===== config.mk =====
export PLATFORM = sky130hd
export DESIGN_NAME = ai_move_scheduler
export DESIGN_NICKNAME = d
export VERILOG_FILES = /design/src/rtl/ai_move_scheduler.sv
export SDC_FILE = /design/constraint.sdc
export NUM_CORES = 1
export LEC_CHECK = 0
export ABC_AREA = 0
export CAP_MARGIN = 20
export CORE_MARGIN = 10
export CORE_UTILIZATION = 55
export CTS_BUF_LIST = sky130_fd_sc_hd__clkbuf_4 sky130_fd_sc_hd__clkbuf_8 sky130_fd_sc_hd__clkbuf_16
export DETAILED_ROUTE_END_ITERATION = 10
export PLACE_DENSITY = 0.79
export REMOVE_ABC_BUFFERS = 1
export SLEW_MARGIN = 20
export SYNTH_ARGS = -nofsm -noshare
export SYNTH_HDL_FRONTEND = slang
export SYNTH_SLANG_ARGS = --single-unit

===== constraint.sdc =====
create_clock -name clk -period 4.4 [get_ports clk]
set_clock_uncertainty 0.2 [all_clocks]
set_input_delay 0.88 -clock clk [delete_from_list [all_inputs] [get_ports clk]]
set_output_delay 0.88 -clock clk [all_outputs]
set_load 0.005 [all_outputs]

===== src/rtl/ai_move_scheduler.sv =====
// ai_move_scheduler: picks and commits the AI player's move on a 3x3 board.
//
// On start (sampled in IDLE only) the board is snapshotted. The eight winning lines
// are then scanned one per cycle, first for an immediate win and then for a block.
// If neither hits, the first empty cell in center, corner, edge order is taken.
// The chosen cell is written through a req/ack handshake.
//
// Build option: define AI_BLOCK_EN to include the SCAN_BLOCK pass. When it is
// undefined, a miss on the last win line goes straight to PICK.
//
// Ports:
//   clk      system clock, rising edge
//   reset    asynchronous, active-low reset
//   start    AI-turn request (sampled in IDLE)
//   board    18-bit board, cell k = row*3+col at bits [2k+1:2k]
//            (00 empty, 10 X, 01 O, 11 illegal)
//   wr_req   write request to the board port
//   wr_row   row of the chosen cell, valid while wr_req is high
//   wr_col   column of the chosen cell, valid while wr_req is high
//   wr_xoro  mark to write (AI_MARK while wr_req is high, else 00)
//   wr_ack   board accepted the write (only looked at in REQ)
//   busy     high in every state except IDLE
//   done     one-cycle pulse when the turn completes
//   no_move  one-cycle pulse with done when no empty cell exists
module ai_move_scheduler #(
  parameter logic [1:0] AI_MARK = 2'b10
) (
  input  logic        clk,
  input  logic        reset,
  input  logic        start,
  input  logic [17:0] board,
  output logic        wr_req,
  output logic [1:0]  wr_row,
  output logic [1:0]  wr_col,
  output logic [1:0]  wr_xoro,
  input  logic        wr_ack,
  output logic        busy,
  output logic        done,
  output logic        no_move
);

  typedef enum logic [2:0] {
    StIdle      = 3'd0,
    StScanWin   = 3'd1,
`ifdef AI_BLOCK_EN
    StScanBlock = 3'd2,
`endif
    StPick      = 3'd3,
    StReq       = 3'd4,
    StDone      = 3'd5
  } state_e;

`ifdef AI_BLOCK_EN
  localparam logic [1:0] OppMark = ~AI_MARK;
`endif

  // Fallback search order: center, corners, edges.
  localparam logic [3:0] PickOrder [9] = '{4'd4, 4'd0, 4'd2, 4'd6, 4'd8,
                                           4'd1, 4'd3, 4'd5, 4'd7};

  state_e      state_q, state_d;
  logic [2:0]  line_q, line_d;
  logic [17:0] snap_q, snap_d;
  logic [3:0]  tgt_q, tgt_d;    // {row, col}
  logic        flag_q, flag_d;  // no empty cell found

  logic [1:0]  cells [9];
  logic [3:0]  c0, c1, c2;
  logic [1:0]  v0, v1, v2;
  logic [3:0]  hit_cell;
  logic        win_hit;
`ifdef AI_BLOCK_EN
  logic        blk_hit;
`endif
  logic        pick_found;
  logic [3:0]  pick_cell;

  // Two of the three cells carry mark m and the remaining one is empty. Code 11
  // never equals a mark and is not empty, so it always defeats a hit.
  function automatic logic line_hit(input logic [1:0] a, input logic [1:0] b,
                                    input logic [1:0] c, input logic [1:0] m);
    return (a == m && b == m && c == 2'b00) ||
           (a == m && c == m && b == 2'b00) ||
           (b == m && c == m && a == 2'b00);
  endfunction

  function automatic logic [3:0] cell_rc(input logic [3:0] idx);
    logic [3:0] rc;
    case (idx)
      4'd0:    rc = {2'd0, 2'd0};
      4'd1:    rc = {2'd0, 2'd1};
      4'd2:    rc = {2'd0, 2'd2};
      4'd3:    rc = {2'd1, 2'd0};
      4'd4:    rc = {2'd1, 2'd1};
      4'd5:    rc = {2'd1, 2'd2};
      4'd6:    rc = {2'd2, 2'd0};
      4'd7:    rc = {2'd2, 2'd1};
      4'd8:    rc = {2'd2, 2'd2};
      default: rc = 4'd0;
    endcase
    return rc;
  endfunction

  always_comb begin
    for (int k = 0; k < 9; k++) begin
      cells[k] = snap_q[2*k +: 2];
    end
  end

  // Cells covered by the current line: rows, columns, then the two diagonals.
  always_comb begin
    unique case (line_q)
      3'd0: begin c0 = 4'd0; c1 = 4'd1; c2 = 4'd2; end
      3'd1: begin c0 = 4'd3; c1 = 4'd4; c2 = 4'd5; end
      3'd2: begin c0 = 4'd6; c1 = 4'd7; c2 = 4'd8; end
      3'd3: begin c0 = 4'd0; c1 = 4'd3; c2 = 4'd6; end
      3'd4: begin c0 = 4'd1; c1 = 4'd4; c2 = 4'd7; end
      3'd5: begin c0 = 4'd2; c1 = 4'd5; c2 = 4'd8; end
      3'd6: begin c0 = 4'd0; c1 = 4'd4; c2 = 4'd8; end
      3'd7: begin c0 = 4'd2; c1 = 4'd4; c2 = 4'd6; end
    endcase
  end

  assign v0       = cells[c0];
  assign v1       = cells[c1];
  assign v2       = cells[c2];
  assign win_hit  = line_hit(v0, v1, v2, AI_MARK);
`ifdef AI_BLOCK_EN
  assign blk_hit  = line_hit(v0, v1, v2, OppMark);
`endif
  // On a hit exactly one cell is empty; pick it.
  assign hit_cell = (v0 == 2'b00) ? c0 : ((v1 == 2'b00) ? c1 : c2);

  // Walk the priority list backwards so the earliest empty entry wins.
  always_comb begin
    pick_found = 1'b0;
    pick_cell  = 4'd0;
    for (int i = 8; i >= 0; i--) begin
      if (cells[PickOrder[i]] == 2'b00) begin
        pick_found = 1'b1;
        pick_cell  = PickOrder[i];
      end
    end
  end

  always_comb begin
    state_d = state_q;
    line_d  = line_q;
    snap_d  = snap_q;
    tgt_d   = tgt_q;
    flag_d  = flag_q;
    unique case (state_q)
      StIdle: begin
        if (start) begin
          snap_d  = board;
          line_d  = 3'd0;
          flag_d  = 1'b0;
          state_d = StScanWin;
        end
      end
      StScanWin: begin
        if (win_hit) begin
          tgt_d   = cell_rc(hit_cell);
          state_d = StReq;
        end else begin
          // Wraps 7 -> 0, ready for the next pass.
          line_d = line_q + 3'd1;
          if (line_q == 3'd7) begin
`ifdef AI_BLOCK_EN
            state_d = StScanBlock;
`else
            state_d = StPick;
`endif
          end
        end
      end
`ifdef AI_BLOCK_EN
      StScanBlock: begin
        if (blk_hit) begin
          tgt_d   = cell_rc(hit_cell);
          state_d = StReq;
        end else begin
          line_d = line_q + 3'd1;
          if (line_q == 3'd7) begin
            state_d = StPick;
          end
        end
      end
`endif
      StPick: begin
        if (pick_found) begin
          tgt_d   = cell_rc(pick_cell);
          state_d = StReq;
        end else begin
          flag_d  = 1'b1;
          state_d = StDone;
        end
      end
      StReq: begin
        if (wr_ack) begin
          state_d = StDone;
        end
      end
      StDone: begin
        state_d = StIdle;
      end
      default: begin
        state_d = StIdle;
      end
    endcase
  end

  always_ff @(posedge clk or negedge reset) begin
    if (!reset) begin
      state_q <= StIdle;
      line_q  <= 3'd0;
      snap_q  <= 18'd0;
      tgt_q   <= 4'd0;
      flag_q  <= 1'b0;
    end else begin
      state_q <= state_d;
      line_q  <= line_d;
      snap_q  <= snap_d;
      tgt_q   <= tgt_d;
      flag_q  <= flag_d;
    end
  end

  // Outputs decode straight from state so reset clears them asynchronously.
  always_comb begin
    wr_req  = (state_q == StReq);
    wr_row  = 2'b00;
    wr_col  = 2'b00;
    wr_xoro = 2'b00;
    if (wr_req) begin
      wr_row  = tgt_q[3:2];
      wr_col  = tgt_q[1:0];
      wr_xoro = AI_MARK;
    end
    busy    = (state_q != StIdle);
    done    = (state_q == StDone);
    no_move = (state_q == StDone) && flag_q;
  end

endmodule


* Yosys cells after proc, flatten, opt, wreduce, memory -nomap -nowiden
Memories as Yosys holds them, arrays and structs flattened.
Cells that the tools add are included.
** Word-level totals
- Register bits after elaboration :: 29
- Memory bits (read-only) :: 208
- Input port bits :: 22
- Output and inout port bits :: 10
- Word-level logic and storage cells :: 108
- Memories :: 3
** Memory list
- (no name shown) :: words 8, bits a word 10, read ports 1, clocked after memory_dff 0, write ports 0, line 112 : unique case (line_q)
- (no name shown) :: words 16, bits a word 4, read ports 1, clocked after memory_dff 0, write ports 0, line 89 : case (idx)
- (no name shown) :: words 16, bits a word 4, read ports 1, clocked after memory_dff 0, write ports 0, line 89
** Cells by class
- Add/subtract/negate cells :: 1
- Magnitude comparators :: 3
- Eq/ne operators :: 15
- Multiplexer cells :: 47
- Bitwise operators :: 3
- Reduce and logical (&&, ||, !) cells :: 31
** Operator list (number)
- $mux W4 :: 12
- $bmux W2 S4 :: 3
- $logic_not A2 Y1 :: 12
- $mux W3 :: 7
- $mux W2 :: 9
- $ge A5 B5 Y1 const B :: 3
- $not A4 Y5 :: 3
- $mux W1 :: 12
- $pmux W3 S4 :: 1
- $reduce_and A3 Y1 :: 4
- $ne A2 B2 Y1 const B :: 5
- $eq A3 B3 Y1 const B :: 3
- $pmux W4 S2 :: 1
- $logic_and A1 B1 Y1 :: 7
- $eq A2 B2 Y1 const B :: 3
- $pmux W3 S2 :: 1
- $reduce_bool A2 Y1 :: 3
- $add A3 B1 Y3 const B :: 1
- $eq A3 B1 Y1 const B :: 1
- $eq A3 B2 Y1 const B :: 1
- $logic_not A3 Y1 :: 1
- $ne A3 B3 Y1 const B :: 1
- $reduce_bool A3 Y1 :: 1
- $logic_or A1 B1 Y1 :: 2
- 3 further kinds :: 3

* Longest topological paths before layout
Gate-level depths: netlist of the first run.
An unclocked memory read counts as a cell.
- Depth after elaboration :: 13
- Gate-level depth with buffers :: 15
- Gate-level depth less buffers :: 12

* Worst setup path before layout of the first run
No wires, ideal clock.
- Path kind :: reg-to-reg
- From :: reg line_q[1]
- To :: reg tgt_q[0]
- Library setup time :: 0.125 ns
- Data arrival time :: 3.138 ns
- Required time :: 4.075 ns
- Path slack :: 0.937 ns
- Stages on the path, launching flop included :: 15
- Path buffers :: 2
- Clock period less this slack :: 3.463 ns
- Path through :: dfrtp_1 clkbuf_1 inv_1 ha_1 buf_2 mux2_2 o32a_1 a22o_1 o211a_1 a211o_1 ha_1 inv_1 mux2i_1 o32ai_1 mux2_4
** On the way
- Word-level cells in the longest chain between the ends :: 12
- Elaborated cells on any way between the ends :: 34
- Those cells by class :: 4 x eq/ne; 13 x mux; 3 x bitwise; 12 x reduce/logical; 2 x memory
** RTL lines
- start, declared :: line 62 : logic [2:0] line_q, line_d;
- start signal, assigned :: line 222 : line_q <= line_d;
- $mem_v2 Z8 W10 *
- branches (longest 11 deep; another with $mem_v2 Z16 W4)
- end signal, assigned :: line 224 : tgt_q <= tgt_d;
- end, declared :: line 64 : logic [3:0] tgt_q, tgt_d;
Every way passes the cells marked *. The select of a mux whose other input is x is not followed.
A chain may end at the register's enable or synchronous reset.

* Worst setup path after layout of the first run
- From :: reg line_q[0]
- To :: reg tgt_q[0]
Same word-level chain as after synthesis.

==> results_dict.tcl, run 1 <==
set metrics [dict create \
    fin_crit_ns 4.06 \
    die_h_um 89.5 \
    ys_types 60 \
    layoutNonFillerInstCount 387 \
    fill_cells 408 \
    synthSimpleGateAreaFrac_pct 24.2 \
    area_delta_synth_final_pct 13.2 \
    cp-start-kind "register" \
    fin_setup_tns_ns 0 \
    max_clock_freq_ghz 0.246 \
    syn_avg_cell_area_sq_um 8.44 \
    crit_family "compound AO/OA/AOI/OAI gates" \
    detail_route.wl_per_cell_um 18.6 \
    io_buffers 30 \
    synth_compound_area_share_pct 19.6 \
    cts_tree "done" \
    crit_fanout 17 \
    first_pass_iters 5 \
    slowest_delay_ns 0.70 \
    final_hold_viol_count 0 \
    yosysMostFrequentCell "nand2_1" \
    synth_top_area_share_pct 27.3 \
    grt_pass1_wl_um 11700 \
    wl_um 7190 \
    dp_cells 380 \
    grt_setup_unrepaired "false" \
    worst_path_most_repeated_cell "ha_1" \
    arrival_ns 4.02 \
    rows 25 \
    holdWs_ns 0.312 \
    multiInputGateArea_sq_mm 0.00177 \
    max_cap_viol_count 0 \
    grt_pass1_vias 2282 \
    setup_viol 0 \
    avgViaCountPerCell 6.40 \
    ant_nets 0 \
    core_sq_mm 0.00469 \
    syn_area_sq_mm 0.00266 \
    synth_area_leaders "dfrtp_1 (27%), nand2_1 (10%), mux2i_1 (7.9%)" \
    die_w_um 89.5 \
    yosys_register_bits 29 \
    grt_max_degree 30 \
    run_status "finished, final reports clean" \
    drt-initial-drc-count 179 \
    syn_inst 315 \
    cts_made_buffers 5 \
    path_cells "ha_1 > mux2_2 > o32a_1 > a22o_1 > o211a_1 > a211o_1 > ha_1 > inv_1 > mux2i_1 > o32ai_1 > mux2_4" \
    antenna_found_initial 0 \
    synth_top_family_by_area "simple AND/OR/NAND/NOR gates" \
    synth_ff_type "dfrtp_1" \
    grt.overflow.total 0 \
    grt_usage_pct 18.7 \
    yosysWarningCount 0 \
    critical_path_buf_inv_count 1 \
    ys_async_sr_fraction_pct 100 \
    muxShareOfSynthArea_pct 15.7 \
    hp-class "register to register" \
    synth_edf_count 0 \
    path_clk_slew_ns 0.06 \
    cp_slowest_cell "ha_1" \
    yosys-top-cells-count "nand2_1 (74), dfrtp_1 (29), mux2i_1 (21)" \
    synthAdderAreaFrac_pct 6.59 \
    start_util_pct 56.6 \
    dp_hpwl_um 5270 \
    drt_drc_violations_left 0 \
    ff_latch_area_sq_um 726 \
    clock_latency_ns 0.28 \
    utilization_pct 64.1 \
    postCtsHoldBufs 0 \
    io_pins 32 \
    drive_above_1_share_pct 10.2 \
    diodes 0 \
    slew_headroom_pct 32.4 \
    synthXorXnorAreaFrac_pct 0.330 \
    critPathKind "register to register" \
    clock-sinks 29 \
    tightest_slew_ns 1.01 \
    nets 369 \
    cts_max_level 2 \
    clock_path_buffers 2 \
    gp_congestion 0.951 \
    die-area_sq_mm 0.00801 \
    ys_seq_area_share_pct 27.3 \
    drv_slew 0 \
    vias 2478 \
    cp.required_ns 4.36 \
    synth_largest_area_cell "dfrtp_1" \
    min_period_over_period_pct 92.3 \
    cts_root_buf "clkbuf_8" \
    cp-end-kind "register" \
]
-- final cells by class --
cell class	instances	share of cell area, %
Multi-Input combinational cell	254	58.9
Tap cell	54	2.25
Sequential cell	29	24.1
Inverter	12	1.50
Clock buffer	7	3.00
Timing Repair Buffer	31	10.2
-- sequential cells by signal, summed over array words and instances (netlist names) --
register	flops
flag_q	1
line_q	3
snap_q	18
state_q	3
tgt_q	4
-- logic make-up after synthesis --
logic type / Yosys count
AND/OR/NAND/NOR: 134
AO/OA/AOI/OAI: 68
multiplexers: 36
buffers and inverters: 32
flip-flops: 29
adder cells (fa/ha/maj): 14
other: 1
XOR/XNOR: 1
-- through the flow --
stage               instance area (sq um)  setup slack (ns)
finish                               3010             0.341
global route                         3010            0.0983
CTS                                  3010             0.374
detailed placement                   2920             0.383
global placement                     2920             0.503
floorplan                            2540             0.813
-- repair_timing --
item | 4_1_cts | 5_1_grt
resized for setup | 0 | 1
setup buffers | 0 | 0
endpoints found under the setup margin | 0 | 1
-- layout by cell type, fill, tap and decap left out, drive strengths merged, types with 2 or more instances in the layout --
cell	Yosys	layout
nand2	74	74
clkdlybuf4s50	0	30
dfrtp	29	29
mux2i	22	22
nor2	16	16
ha	14	14
mux2	13	13
inv	12	12
o21ai	10	10
o22ai	9	9
a21oi	9	9
nor3	8	8
nand2b	7	7
clkbuf	6	7
nor3b	5	5
and2	4	4
a31oi	4	4
or2	4	4
and3	4	4
nor2b	3	3
o32a	3	3
o32ai	3	3
a22o	3	3
a22oi	3	3
a311oi	3	3
nor4	2	2
a221oi	2	2
o31ai	2	2
o211ai	2	2
o21a	2	2
nand3	2	2
-- worst paths after layout --
kind                              to       from  cells after the start  slack [ns]
max reg2reg                 tgt_q[0]  line_q[0]                     11        0.34
max in group asynchronous  line_q[1]      reset                      2        2.93
max                         tgt_q[0]  line_q[0]                     11        0.34
min reg2reg                 tgt_q[3]   tgt_q[3]                      1        0.31
min                         tgt_q[3]   tgt_q[3]                      1        0.31
min in group asynchronous  snap_q[3]      reset                      2        0.79
-- per-layer routing --
layer	share of wire, %	GRT usage [%]
met1	46	26.7
met2	46	27.9
met3	6.2	2.83
met4	1.5	5.92
met5	0	0
Power of run 1 is left out: the tool's default activity adds up to more than one toggle a clock period on the data nets, which glitch-free logic cannot reach.
==> inputs of run 2 (changes only) <==
--- a/config.mk
+++ b/config.mk
@@ -7,11 +7,14 @@
 export LEC_CHECK = 0
 export ABC_AREA = 0
 export CAP_MARGIN = 20
+export CELL_PAD_IN_SITES_DETAIL_PLACEMENT = 0
+export CELL_PAD_IN_SITES_GLOBAL_PLACEMENT = 1
 export CORE_MARGIN = 10
-export CORE_UTILIZATION = 55
+export CORE_UTILIZATION = 43
 export CTS_BUF_LIST = sky130_fd_sc_hd__clkbuf_4 sky130_fd_sc_hd__clkbuf_8 sky130_fd_sc_hd__clkbuf_16
 export DETAILED_ROUTE_END_ITERATION = 10
-export PLACE_DENSITY = 0.79
+export PLACE_DENSITY_LB_ADDON = 0.1
+export RECOVER_POWER = 100
 export REMOVE_ABC_BUFFERS = 1
 export SLEW_MARGIN = 20
 export SYNTH_ARGS = -nofsm -noshare
==> run 2 against run 1 <==
  * The flow now finishes with violations (max-capacitance violations, max-slew violations)
  * Via count down 2.0%
  * Cell count up 6.5%
  * Clock-buffer cell count down 1
  * Utilization down 13 points
  * First-iteration DRC count up 29%
  * Cell area up 1.3%
  * Worst hold slack worse by 0.028 ns
  * Register-to-register slack about the same
  * Critical path depth up 1
  * Sequential cell count unchanged
  * Sequential share of layout area down 0.31 points
  * Largest cell class unchanged
  * Highest routed layer unchanged
==> results_dict.tcl, run 2 (same netlist as run 1, synthesis figures left out) <==
set metrics [dict create \
    vias 2428 \
    ant_nets 0 \
    cts_max_level 2 \
    mostFrequentLayoutCells "nand2_1 (74), dfrtp_1 (29), mux2i_1 (21), clkdlybuf4s50_1 (21), nor2_1 (15)" \
    clock-sinks 29 \
    min_from "flag_q" \
    slew_headroom_pct -7.65 \
    max_clock_freq_ghz 0.247 \
    cts_setup_buffers 0 \
    grt_setup_unrepaired "false" \
    reg_top3 "snap_q x18, tgt_q x4" \
    clock_latency_ns 0.29 \
    design_area_sq_mm 0.00305 \
    cts_root_buf "clkbuf_8" \
    whs_path_depth 2 \
    grt_pass1_vias 2327 \
    grt.overflow.total 0 \
    antenna_found_initial 0 \
    core_sq_mm 0.00596 \
    grt_pass1_wl_um 12100 \
    die_w_um 98.6 \
    reg2regPathDepth 12 \
    utilization_pct 51.2 \
    gp_congestion 0.925 \
    r2r_setup_slack_ns 0.35 \
    layout_commonest_cell "nand2_1" \
    cp_slowest_cell "ha_1" \
    crit_fanout 17 \
    die-area_sq_mm 0.00972 \
    cp-start-kind "register" \
    cts_tree "done" \
    tightest_slew_ns 1.61 \
    rows 28 \
    path_cells "inv_1 > ha_1 > nor3_1 > a22o_1 > a31oi_1 > o211a_1 > mux2i_1 > inv_1 > ha_1 > mux2i_1 > o31ai_1 > mux2_1" \
    io_buffers 30 \
    run_status "complete, but fails checks" \
    r2r_start "line_q[0]" \
    arrival_ns 4.01 \
    violations "max-capacitance violations, max-slew violations" \
    drt-initial-drc-count 231 \
    dp_hpwl_um 5500 \
    min_period_over_period_pct 92.0 \
    slowest_delay_ns 0.66 \
    drive_above_1_share_pct 8.90 \
    nets 372 \
    fin_setup_tns_ns 0 \
    grt_usage_pct 14.9 \
    diodes 0 \
    area_delta_synth_final_pct 14.6 \
    path_clk_slew_ns 0.07 \
    drt_drc_violations_left 0 \
    grt_max_degree 30 \
    critPathKind "register to register" \
    hp-class "register to register" \
    largest_reg_flops 18 \
    critical_path_buf_inv_count 2 \
    detail_route.wl_per_cell_um 17.9 \
    drv_slew 30 \
    placed_cell_area_sq_mm 0.00296 \
    first_pass_iters 5 \
    fill_cells 610 \
    start_util_pct 44.6 \
    crit_family "compound AO/OA/AOI/OAI gates" \
    setup_viol 0 \
    postCtsHoldBufs 0 \
    fin_crit_ns 4.05 \
    largest-register "snap_q" \
    avgViaCountPerCell 5.89 \
    final_hold_viol_count 0 \
    reg2reg_to "tgt_q[1]" \
    wl_um 7380 \
    cp-end-kind "register" \
    io_pins 32 \
    cp.required_ns 4.36 \
    cts_resized 0 \
    hold_path_end "flag_q" \
    cts_made_buffers 5 \
    clock_path_buffers 2 \
    die_h_um 98.6 \
    max_cap_viol_count 1 \
]
run 2: cell count changes in the layout (fill, tap and decap cells not counted), sizes merged:
| cell | previous run | this run |
|---|---|---|
| buf | 1 | 3 |
| clkinvlp | 0 | 1 |
| dlygate4sd3 | 0 | 9 |
| clkdlybuf4s50 | 30 | 21 |
| bufinv | 0 | 1 |
run 2: metrics by stage:
stage                     std cells  worst slack [ns]  hold slack [ns]
after floorplan                 295             0.813            0.242
final                           412             0.351            0.284
after detailed placement        404             0.376            0.273
after CTS                       412             0.377            0.289
after global placement          404             0.577            0.268
after global routing            412            0.0571            0.351
run 2: area by class of cell:
type / instances / area [sq um] / area share [%]
clock buffers: 6 / 82.6 / 2.71
clock inverters: 2 / 37.5 / 1.23
inverters: 12 / 45.0 / 1.48
multi-input cells: 254 / 1740 / 57.0
flip-flops and latches: 29 / 726 / 23.8
well taps: 75 / 93.8 / 3.08
repair buffers: 34 / 327 / 10.7
run 2: worst max-delay path by stage:
stage / from / endpoint / slack, ns / cells after the start
after global placement: line_q[0] / tgt_q[1] / 0.58 / 12
after floorplan: line_q[1] / tgt_q[0] / 0.81 / 12
after global routing: line_q[0] / tgt_q[1] / 0.06 / 12
after detailed placement: line_q[0] / tgt_q[1] / 0.38 / 12
final: line_q[0] / tgt_q[1] / 0.35 / 12
after CTS: line_q[0] / tgt_q[1] / 0.38 / 12
run 2: metal layers:
metal | wire length, um | vias up | track usage (%)
li1 | - | 1176 | -
met1 | 3480 | 1120 | 20.7
met2 | 3220 | 112 | 22.3
met3 | 563 | 20 | 2.93
met4 | 124 | 0 | 4.96
met5 | 0 | - | 0
run 2: worst register-to-register path: stages, from the launching register on:
cell and delay [ns]:
dfrtp_1 0.62, inv_1 0.19, ha_1 0.66, nor3_1 0.16, a22o_1 0.27, a31oi_1 0.40
o211a_1 0.27, mux2i_1 0.31, inv_1 0.11, ha_1 0.22, mux2i_1 0.14, o31ai_1 0.08
mux2_1 0.30
Power of run 2 is left out for the same reason.
==> inputs of run 3 (changes only) <==
--- a/config.mk
+++ b/config.mk
@@ -10,7 +10,7 @@
 export CELL_PAD_IN_SITES_DETAIL_PLACEMENT = 0
 export CELL_PAD_IN_SITES_GLOBAL_PLACEMENT = 1
 export CORE_MARGIN = 10
-export CORE_UTILIZATION = 43
+export CORE_UTILIZATION = 46
 export CTS_BUF_LIST = sky130_fd_sc_hd__clkbuf_4 sky130_fd_sc_hd__clkbuf_8 sky130_fd_sc_hd__clkbuf_16
 export DETAILED_ROUTE_END_ITERATION = 10
 export PLACE_DENSITY_LB_ADDON = 0.1
==> constraint.sdc (replaced) <==
create_clock -name clk -period 5.23 [get_ports clk]
set_clock_uncertainty 0.2 [all_clocks]
set_input_delay 1.046 -clock clk [delete_from_list [all_inputs] [get_ports clk]]
set_output_delay 1.046 -clock clk [all_outputs]
set_load 0.005 [all_outputs]
==> run 3 against run 2 <==
  * The flow still finishes with violations (max-capacitance violations, max-slew violations)
  * Worst setup slack gained 0.87 ns
  * Utilization grew 3.2 points
  * Fmax grew 1.1%
  * Clock-buffer cell count grew 1
  * Cell area shrank 1.2%
  * Non-clock buffer count shrank 2
  * Worst hold slack gained 0.0086 ns
  * Cell count shrank 1.2%
  * Global-route usage grew 1.1 points
  * Sequential share of layout area grew 0.30 points
  * Critical path type unchanged
  * Highest routed layer unchanged
==> results_dict.tcl, run 3 (same netlist as run 1, synthesis figures left out) <==
set metrics [dict create \
    largest_reg_flops 18 \
    cts_resized 0 \
    reg_top3 "snap_q x18, tgt_q x4" \
    cts_max_level 2 \
    crit_fanout 17 \
    detail_route.wl_per_cell_um 17.8 \
    max_cap_viol_count 1 \
    cp.required_ns 5.20 \
    grt_usage_pct 16.0 \
    critPathKind "register to register" \
    core_sq_mm 0.00554 \
    grt_pass1_vias 2313 \
    grt.overflow.total 0 \
    grt_max_degree 30 \
    postCtsHoldBufs 0 \
    wl_um 7240 \
    cts_made_buffers 5 \
    io_buffers 30 \
    area_delta_synth_final_pct 13.2 \
    critical_path_buf_inv_count 1 \
    mostFrequentLayoutCells "nand2_1 (74), dfrtp_1 (29), mux2i_1 (21), clkdlybuf4s50_1 (21), nor2_1 (15)" \
    dp_hpwl_um 5410 \
    violations "max-capacitance violations, max-slew violations" \
    fill_cells 557 \
    largest-register "snap_q" \
    crit_family "compound AO/OA/AOI/OAI gates" \
    avgViaCountPerCell 6.02 \
    worstSetupPathDepth 11 \
    path_cells "ha_1 > mux2_1 > o32a_1 > a22o_1 > o211a_1 > a211o_1 > ha_1 > inv_1 > mux2i_1 > o32ai_1 > mux2_1" \
    rows 27 \
    cp-end-kind "register" \
    gp_congestion 0.926 \
    io_pins 32 \
    cts_setup_buffers 0 \
    fin_crit_ns 4.01 \
    die_h_um 96.0 \
    cp_slowest_cell "ha_1" \
    run_status "complete, but fails checks" \
    hp-class "register to register" \
    drt-initial-drc-count 173 \
    setup_viol 0 \
    fin_setup_tns_ns 0 \
    reg2regPathDepth 11 \
    whs_path_depth 2 \
    layout_commonest_cell "nand2_1" \
    clock-sinks 29 \
    final_hold_viol_count 0 \
    vias 2450 \
    nets 370 \
    antenna_found_initial 0 \
    path_clk_slew_ns 0.07 \
    cts_root_buf "clkbuf_8" \
    cp-start-kind "register" \
    die-area_sq_mm 0.00922 \
    min_period_over_period_pct 76.6 \
    grt_pass1_wl_um 11600 \
    clock_path_buffers 2 \
    max_clock_freq_ghz 0.250 \
    diodes 0 \
    tightest_slew_ns 1.61 \
    cts_tree "done" \
    first_pass_iters 4 \
    start_util_pct 48.0 \
    drive_above_1_share_pct 8.06 \
    arrival_ns 3.97 \
    slowest_delay_ns 0.71 \
    die_w_um 96.0 \
    slew_headroom_pct -7.61 \
    clock_latency_ns 0.28 \
    ant_nets 0 \
    grt_setup_unrepaired "false" \
    drv_slew 30 \
    drt_drc_violations_left 0 \
]
[run 3: cell count changes in the layout (fill, tap and decap cells not counted), sizes merged]
cell      before  now
buf            3    1
bufinv         1    0
clkbuf         7    8
clkinv         0    1
clkinvlp       1    0
[run 3: final timing paths]
kind	from	endpoint	slack (ns)
max	line_q[0]	tgt_q[0]	1.22
min	flag_q	flag_q	0.29
max reg2reg	line_q[0]	tgt_q[0]	1.22
min reg2reg	flag_q	flag_q	0.29
max in group asynchronous	reset	tgt_q[2]	2.39
min in group asynchronous	reset	snap_q[15]	1.51
[run 3: area by class of cell]
type | instances | area [sq um] | area share, %
multi-input cells | 254 | 1740 | 57.7
repair buffers | 32 | 312 | 10.4
well taps | 72 | 90.1 | 2.99
flip-flops and latches | 29 | 726 | 24.1
inverters | 12 | 45.0 | 1.50
clock buffers | 7 | 96.3 | 3.20
clock inverters | 1 | 5.00 | 0.166
[run 3: per-layer routing]
| layer | vias up | share of wire [%] | GRT usage [%] | routed length (um) |
|---|---|---|---|---|
| met4 | 0 | 2.2 | 6.27 | 160 |
| met5 | - | 0 | 0 | 0 |
| met2 | 70 | 43 | 23.0 | 3140 |
| met3 | 15 | 5.4 | 3.66 | 394 |
| met1 | 1196 | 49 | 22.5 | 3540 |
| li1 | 1169 | - | - | - |
[run 3: tightest hold or removal path, delay by kind of cell, from the launching register on]
family	cells	cell delay [ns]
AO/OA/AOI/OAI	1	0.06
flip-flops	1	0.35
AND/OR/NAND/NOR	1	0.05
[run 3: metrics by stage]
step	worst slack, ns	std cells	utilization (%)	hold WS, ns	instance area (sq um)
floorplan	1.64	295	-	0.242	2540
global placement	1.35	399	53.2	0.270	2950
detailed placement	1.28	399	53.2	0.284	2950
CTS	1.26	407	55.0	0.299	3050
global route	0.971	407	54.3	0.342	3010
finish	1.22	407	54.3	0.292	3010
Power of run 3 is left out for the same reason.
